$ cat src/rtl/rvmemarb_pkg.sv
// ---------------------------------------------------------------------------
// rvmemarb_pkg
// Shared definitions for the two-master memory arbiter:
//   - state_t : sequencer states
//   - MST_I / MST_D : master identifiers (instruction fetch / data)
//   - ADDR_W / DATA_W / MASK_W : default widths
// ---------------------------------------------------------------------------
package rvmemarb_pkg;

  localparam int unsigned ADDR_W = 32;
  localparam int unsigned DATA_W = 32;
  localparam int unsigned MASK_W = DATA_W / 8;

  localparam logic MST_I = 1'b0;
  localparam logic MST_D = 1'b1;

  typedef enum logic [2:0] {
    ST_IDLE,
    ST_RD_ADDR,
    ST_RD_DATA,
    ST_WR_ADDR,
    ST_WR_DATA,
    ST_WR_RESP
  } state_t;

endpackage

$ cat src/rtl/rvmemarb_pick.sv
// ---------------------------------------------------------------------------
// rvmemarb_pick
// Grant selection between the instruction and data masters.
//   Default build       : fixed priority, d beats i.
//   RVMEMARB_RR_EN set  : round-robin on ties via a one-bit pointer that
//                         favours the master not granted last (resets to d).
// Ports:
//   clock, reset   (RVMEMARB_RR_EN only) pointer clock / async active-high reset
//   accept_i       (RVMEMARB_RR_EN only) a grant was taken this cycle
//   i_valid_i      instruction master requesting
//   d_valid_i      data master requesting
//   grant_valid_o  some master is requesting
//   grant_id_o     winning master (MST_I / MST_D)
// ---------------------------------------------------------------------------
module rvmemarb_pick
  import rvmemarb_pkg::*;
(
`ifdef RVMEMARB_RR_EN
  input  logic clock,
  input  logic reset,
  input  logic accept_i,
`endif
  input  logic i_valid_i,
  input  logic d_valid_i,
  output logic grant_valid_o,
  output logic grant_id_o
);

  assign grant_valid_o = i_valid_i | d_valid_i;

`ifdef RVMEMARB_RR_EN
  logic favor_d_q, favor_d_d;

  always_comb begin
    grant_id_o = MST_I;
    if (d_valid_i && (!i_valid_i || favor_d_q)) begin
      grant_id_o = MST_D;
    end
  end

  // Whoever wins now loses the next tie.
  always_comb begin
    favor_d_d = favor_d_q;
    if (accept_i) begin
      favor_d_d = (grant_id_o == MST_I);
    end
  end

  always_ff @(posedge clock or posedge reset) begin
    if (reset) begin
      favor_d_q <= 1'b1;
    end else begin
      favor_d_q <= favor_d_d;
    end
  end
`else
  assign grant_id_o = d_valid_i ? MST_D : MST_I;
`endif

endmodule

$ cat src/rtl/rvmemarb.sv
// ---------------------------------------------------------------------------
// rvmemarb
// Two-master arbiter/sequencer in front of one split-channel memory.
// Accepts one request at a time (instruction fetch reads, data reads/writes),
// walks the memory's read address/data or write address/data/response
// handshakes, then pulses resp_valid for the owning master for one cycle.
// Optional build macro: RVMEMARB_RR_EN (round-robin grant instead of d-first).
// Ports:
//   clock, reset                  sole clock; async active-high reset
//   i_req_valid/ready/addr        instruction read request
//   i_resp_valid                  instruction read-complete pulse
//   d_req_valid/ready/addr/wr/wdata/wmask  data request
//   d_resp_valid                  data read/write-complete pulse
//   resp_rdata                    read data for whichever master completed
//   mem_addr                      shared memory read/write address
//   mem_waen/mem_wden/mem_wdata/mem_wmask  write address and data phases
//   mem_wardy/mem_wdrdy/mem_wbvld write address ready, data ready, done
//   mem_raen                      read address enable
//   mem_rdata/mem_rardy/mem_rdrdy read data, address ready, data valid
// ---------------------------------------------------------------------------
module rvmemarb
  import rvmemarb_pkg::*;
#(
  parameter int ADDR_WIDTH  = ADDR_W,
  parameter int DATA_WIDTH  = DATA_W,
  parameter int MEM_TIMEOUT = 0
) (
  input  logic                    clock,
  input  logic                    reset,
  input  logic                    i_req_valid,
  output logic                    i_req_ready,
  input  logic [ADDR_WIDTH-1:0]   i_req_addr,
  output logic                    i_resp_valid,
  input  logic                    d_req_valid,
  output logic                    d_req_ready,
  input  logic [ADDR_WIDTH-1:0]   d_req_addr,
  input  logic                    d_req_wr,
  input  logic [DATA_WIDTH-1:0]   d_req_wdata,
  input  logic [DATA_WIDTH/8-1:0] d_req_wmask,
  output logic                    d_resp_valid,
  output logic [DATA_WIDTH-1:0]   resp_rdata,
  output logic [ADDR_WIDTH-1:0]   mem_addr,
  output logic                    mem_waen,
  output logic                    mem_wden,
  output logic [DATA_WIDTH-1:0]   mem_wdata,
  output logic [DATA_WIDTH/8-1:0] mem_wmask,
  input  logic                    mem_wardy,
  input  logic                    mem_wdrdy,
  input  logic                    mem_wbvld,
  output logic                    mem_raen,
  input  logic [DATA_WIDTH-1:0]   mem_rdata,
  input  logic                    mem_rardy,
  input  logic                    mem_rdrdy
);

  // No timeout machinery exists; refuse to elaborate if one is asked for.
  if (MEM_TIMEOUT != 0) begin : g_timeout_unsupported
    $error("rvmemarb: MEM_TIMEOUT must be 0");
  end

  state_t state_q, state_d;

  logic [ADDR_WIDTH-1:0]   addr_q;
  logic [DATA_WIDTH-1:0]   wdata_q;
  logic [DATA_WIDTH/8-1:0] wmask_q;
  logic                    owner_q;
  logic [DATA_WIDTH-1:0]   rdata_q;
  logic                    i_resp_q;
  logic                    d_resp_q;

  logic grant_valid, grant_id;
  logic load_req, rd_done, wr_done;
  logic is_wr;

  rvmemarb_pick u_pick (
`ifdef RVMEMARB_RR_EN
    .clock         (clock),
    .reset         (reset),
    .accept_i      (load_req),
`endif
    .i_valid_i     (i_req_valid),
    .d_valid_i     (d_req_valid),
    .grant_valid_o (grant_valid),
    .grant_id_o    (grant_id)
  );

  assign is_wr = (grant_id == MST_D) && d_req_wr;

  // NOTE: every signal driven here gets a default before the case so no path
  // leaves it unassigned; otherwise synthesis infers a latch.
  always_comb begin
    state_d  = state_q;
    load_req = 1'b0;
    rd_done  = 1'b0;
    wr_done  = 1'b0;
    unique case (state_q)
      ST_IDLE: begin
        if (grant_valid) begin
          load_req = 1'b1;
          state_d  = is_wr ? ST_WR_ADDR : ST_RD_ADDR;
        end
      end
      ST_RD_ADDR: if (mem_rardy) state_d = ST_RD_DATA;
      ST_RD_DATA: begin
        if (mem_rdrdy) begin
          rd_done = 1'b1;
          state_d = ST_IDLE;
        end
      end
      ST_WR_ADDR: if (mem_wardy) state_d = ST_WR_DATA;
      ST_WR_DATA: if (mem_wdrdy) state_d = ST_WR_RESP;
      ST_WR_RESP: begin
        if (mem_wbvld) begin
          wr_done = 1'b1;
          state_d = ST_IDLE;
        end
      end
      default: state_d = ST_IDLE;
    endcase
  end

  // NOTE: sequential state uses non-blocking assignments so every register
  // samples pre-edge values, independent of statement order.
  always_ff @(posedge clock or posedge reset) begin
    if (reset) begin
      state_q <= ST_IDLE;
    end else begin
      state_q <= state_d;
    end
  end

  // NOTE: the latched request fields are reset too, so an aborted
  // transaction leaves nothing stale on the memory-side outputs.
  always_ff @(posedge clock or posedge reset) begin
    if (reset) begin
      addr_q   <= '0;
      wdata_q  <= '0;
      wmask_q  <= '0;
      owner_q  <= MST_I;
      rdata_q  <= '0;
      i_resp_q <= 1'b0;
      d_resp_q <= 1'b0;
    end else begin
      i_resp_q <= rd_done && (owner_q == MST_I);
      d_resp_q <= (rd_done && (owner_q == MST_D)) || wr_done;
      if (rd_done) begin
        rdata_q <= mem_rdata;
      end
      if (load_req) begin
        addr_q  <= (grant_id == MST_D) ? d_req_addr : i_req_addr;
        wdata_q <= is_wr ? d_req_wdata : '0;
        wmask_q <= is_wr ? d_req_wmask : '0;
        owner_q <= grant_id;
      end
    end
  end

  // Ready is masked by reset so every output reads 0 while reset is held.
  assign i_req_ready  = !reset && (state_q == ST_IDLE) && grant_valid && (grant_id == MST_I);
  assign d_req_ready  = !reset && (state_q == ST_IDLE) && grant_valid && (grant_id == MST_D);

  assign i_resp_valid = i_resp_q;
  assign d_resp_valid = d_resp_q;
  assign resp_rdata   = rdata_q;

  assign mem_addr  = addr_q;
  assign mem_wdata = wdata_q;
  assign mem_wmask = wmask_q;
  assign mem_raen  = (state_q == ST_RD_ADDR);
  assign mem_waen  = (state_q == ST_WR_ADDR);
  assign mem_wden  = (state_q == ST_WR_DATA);

endmodule

$ cat config.mk
export PLATFORM = sky130hd
export DESIGN_NAME = rvmemarb
export DESIGN_NICKNAME = d
export VERILOG_FILES = /design/src/rtl/rvmemarb_pkg.sv /design/src/rtl/rvmemarb_pick.sv /design/src/rtl/rvmemarb.sv
export SDC_FILE = /design/constraint.sdc
export NUM_CORES = 1
export LEC_CHECK = 0
export BUFFER_PORTS_ARGS = -buffer_cell sky130_fd_sc_hd__buf_2
export CAP_MARGIN = 20
export CORE_MARGIN = 2
export CORE_UTILIZATION = 45
export CTS_CLUSTER_DIAMETER = 200
export DETAILED_ROUTE_END_ITERATION = 8
export PLACE_DENSITY = 0.8
export SLEW_MARGIN = 20
export SYNTH_ARGS = -nofsm -noshare
export SYNTH_HDL_FRONTEND = slang
export SYNTH_SLANG_ARGS = --single-unit
$ cat constraint.sdc
create_clock -name clock -period 3.75 [get_ports clock]
set_input_delay 0.1875 -clock clock [delete_from_list [all_inputs] [get_ports clock]]
set_output_delay 0.1875 -clock clock [all_outputs]
set_load 0.01 [all_outputs]
==> flow_summary.json <==
{
  "status": "complete, no violations",
  "dieArea_sq_um": 11500,
  "clock_sinks": 106,
  "avgSynthCellArea_sq_um": 13.0,
  "setup_tns_ns": 0,
  "yosysUniqueCellTypes": 30,
  "rsz0062_at_grt": "false",
  "start_util_pct": 46.4,
  "fin_crit_ns": 2.73,
  "ys_ff_latch": 106,
  "worst_clock_skew_ns": 0.0176,
  "ant_nets": 0,
  "hold_end": "resp_rdata[4]",
  "syn_area_sq_um": 4790,
  "fmax_mhz": 367,
  "slew_viol_final": 0,
  "post-route-cell-area_sq_um": 6220,
  "clk-insertion-delay-late_ns": 0.37,
  "antenna_found_initial": 0,
  "max-slew-margin-rel_pct": 47.7,
  "synthAdderAreaFrac_pct": 0,
  "worstMarginPinSlew_ns": 0.784,
  "viasPerCell": 5.00,
  "vias": 3710,
  "rr_endpoint": "mem_addr[10]",
  "cts_tree": "done",
  "cts_buffer_depth": 2,
  "core_sq_um": 10300,
  "worstSetupPathType": "flop to primary output",
  "hpwl_microns": 8460,
  "synthXorXnorAreaFrac_pct": 0,
  "timing.rr.start": "state_q[0]",
  "root_buffer": "clkbuf_8",
  "grt_pass1_vias": 3791,
  "ys.flop_type": "dfrtp_1",
  "r2r_slack_ns": 1.43,
  "end_kind": "primary output",
  "dieWidth_microns": 107,
  "worstSetupStartpointType": "flop",
  "antenna-diode-count": 0,
  "io_pins": 249,
  "syn_inst": 367,
  "finalHoldViolCount": 0,
  "min_from": "mem_rdata[4]",
  "final_layout_size_suffix_gt1_share_pct": 59.6,
  "hold_buffers": 1,
  "synth_edf_count": 0,
  "dr.pass1.iters": 4,
  "routed_wl_microns": 11600,
  "rows": 37,
  "period_share_pct": 72.7,
  "cts-resized-gates": 0,
  "cap_violations": 0,
  "synth_fp_nets": 509,
  "routabilityCongestion": 0.855,
  "slowest_delay_ns": 0.69,
  "place_area_sq_um": 6020,
  "yosysWarnings": 0,
  "p_per_area_nw_per_um2": 783,
  "slowest_stage": "o21a_4",
  "nFillCells": 832,
  "min_path_type": "input port to flop",
  "cts_made_buffers": 9,
  "synth.most_common_cell": "dfrtp_1",
  "fin_nets": 743,
  "post-cts-setup-buffers": 0,
  "leakage_nw": 3.15,
  "grt_overflow": 0,
  "die_h_microns": 107,
  "numPortBuffers": 248,
  "dr.first_iter.drc_count": 114,
  "area_growth_pct": 30.0,
  "rr_worst_depth": 4,
  "finalSetupViolCount": 0,
  "wl_per_cell_microns": 15.6,
  "grt_max_degree": 71,
  "grt_pass1_wl_microns": 18200,
  "route.detailed.drc": 0,
  "clkTransAtPathRegs_ns": 0.12,
  "grtUsageTotal_pct": 20.0,
  "synth_top_family_by_area": "multiplexers",
  "yosys.area.top_type": "dfrtp_1",
  "regArea_sq_um": 2650,
  "worstPathMaxFanout": 69,
  "yosysSeqAreaShare_pct": 55.4,
  "cp.arrival_ns": 2.54,
  "min_path_cells": 2,
  "synth_top_area_share_pct": 55.4,
  "worst-endpoint-required_ns": 3.56,
  "multi_input_area_sq_um": 1790,
  "synth_area_leaders": "dfrtp_1 (55%), mux2_2 (15%), mux2_4 (8.8%)",
  "synth_common_cells": "dfrtp_1 (106), mux2_2 (62), inv_1 (39), o21ai_0 (37), nand4_1 (36)",
  "fin_hold_ws_ns": 0.0409,
  "finalPower_mw": 4.87,
  "irDropWorstVdd_mv": 0.335,
  "synthMuxAreaShare_pct": 25.2,
  "cts_max_level": 3,
  "worstPathCellList": "nor3_4 -> buf_4 -> o21a_4 -> nor3b_1 -> buf_2",
  "synthArstFlopShare_pct": 100,
  "synth-compound-area-share_pct": 5.23,
  "synth-simple-area-share_pct": 6.93
}
## placed cells by master (no fill, tap or decap), types with 2 or more instances in the layout
cell	synthesis	final
a22o_1	2	2
nor3b_1	2	2
nand4_1	36	36
inv_8	0	2
buf_4	6	3
mux2_2	62	62
buf_2	6	248
mux2_1	7	7
nor2b_1	2	2
nand2_1	3	3
dfrtp_1	106	106
o21ai_0	37	37
clkinv_4	0	2
inv_1	39	38
clkbuf_8	0	9
mux2_4	28	28
## kinds of logic (layout without fill, tap and decap cells)
kind of cell,count (synthesis),in the layout
mux,98,98
buf+inv,68,307
flops,106,106
compound gates,44,44
simple gates,51,51
## worst max-delay path, delay by kind of cell, from the launching register on
kind | cells | cell delay, ns
AO/OA/AOI/OAI | 1 | 0.69
buffers and inverters | 2 | 0.53
flip-flops | 1 | 0.53
AND/OR/NAND/NOR | 2 | 0.40
## metrics by stage
| stage | setup WS, ns | utilization (%) | std cells |
|---|---|---|---|
| final | 1.02 | 60.3 | 742 |
| after global routing | 0.820 | 60.3 | 742 |
| after CTS | 0.999 | 60.2 | 742 |
| after detailed placement | 1.42 | 58.4 | 725 |
| after global placement | 1.45 | 58.4 | 725 |
| after floorplan | 0.708 | - | 367 |
## cell type report
cell class	count	share of cell area (%)
flip-flops and latches	106	42.6
inverters	39	2.39
multi-input cells	193	28.8
well taps	136	2.73
clock buffers	9	1.99
repair buffers	252	20.5
clock inverters	7	0.985
## how the worst max path moves through the flow
stage / from / end / slack, ns
floorplan: reset / d_req_ready / 0.71
global placement: state_q[0] / i_req_ready / 1.45
detailed placement: state_q[0] / i_req_ready / 1.42
CTS: state_q[0] / i_req_ready / 1.0
global route: state_q[0] / i_req_ready / 0.82
finish: state_q[0] / i_req_ready / 1.02
## sequential cells by signal, indices dropped and copies added (netlist names)
signal,cells
owner_q,1
i_resp_valid,1
mem_wmask,4
resp_rdata,32
mem_addr,32
d_resp_valid,1
state_q,3
mem_wdata,32
## power by group
group,switching [mW],internal (mW)
registers,0.325,1.71
clock network,0.406,0.255
logic,1.08,1.10
## per-layer routing
layer  vias up  share of wire, %  GRT usage, %
met1      1778                39          23.9
met4         0               1.2          5.47
li1       1748                 -             -
met3        15               8.7          6.02
met5         -                 0             0
met2       169                51          34.9
Power figures use the tool's default switching activity.
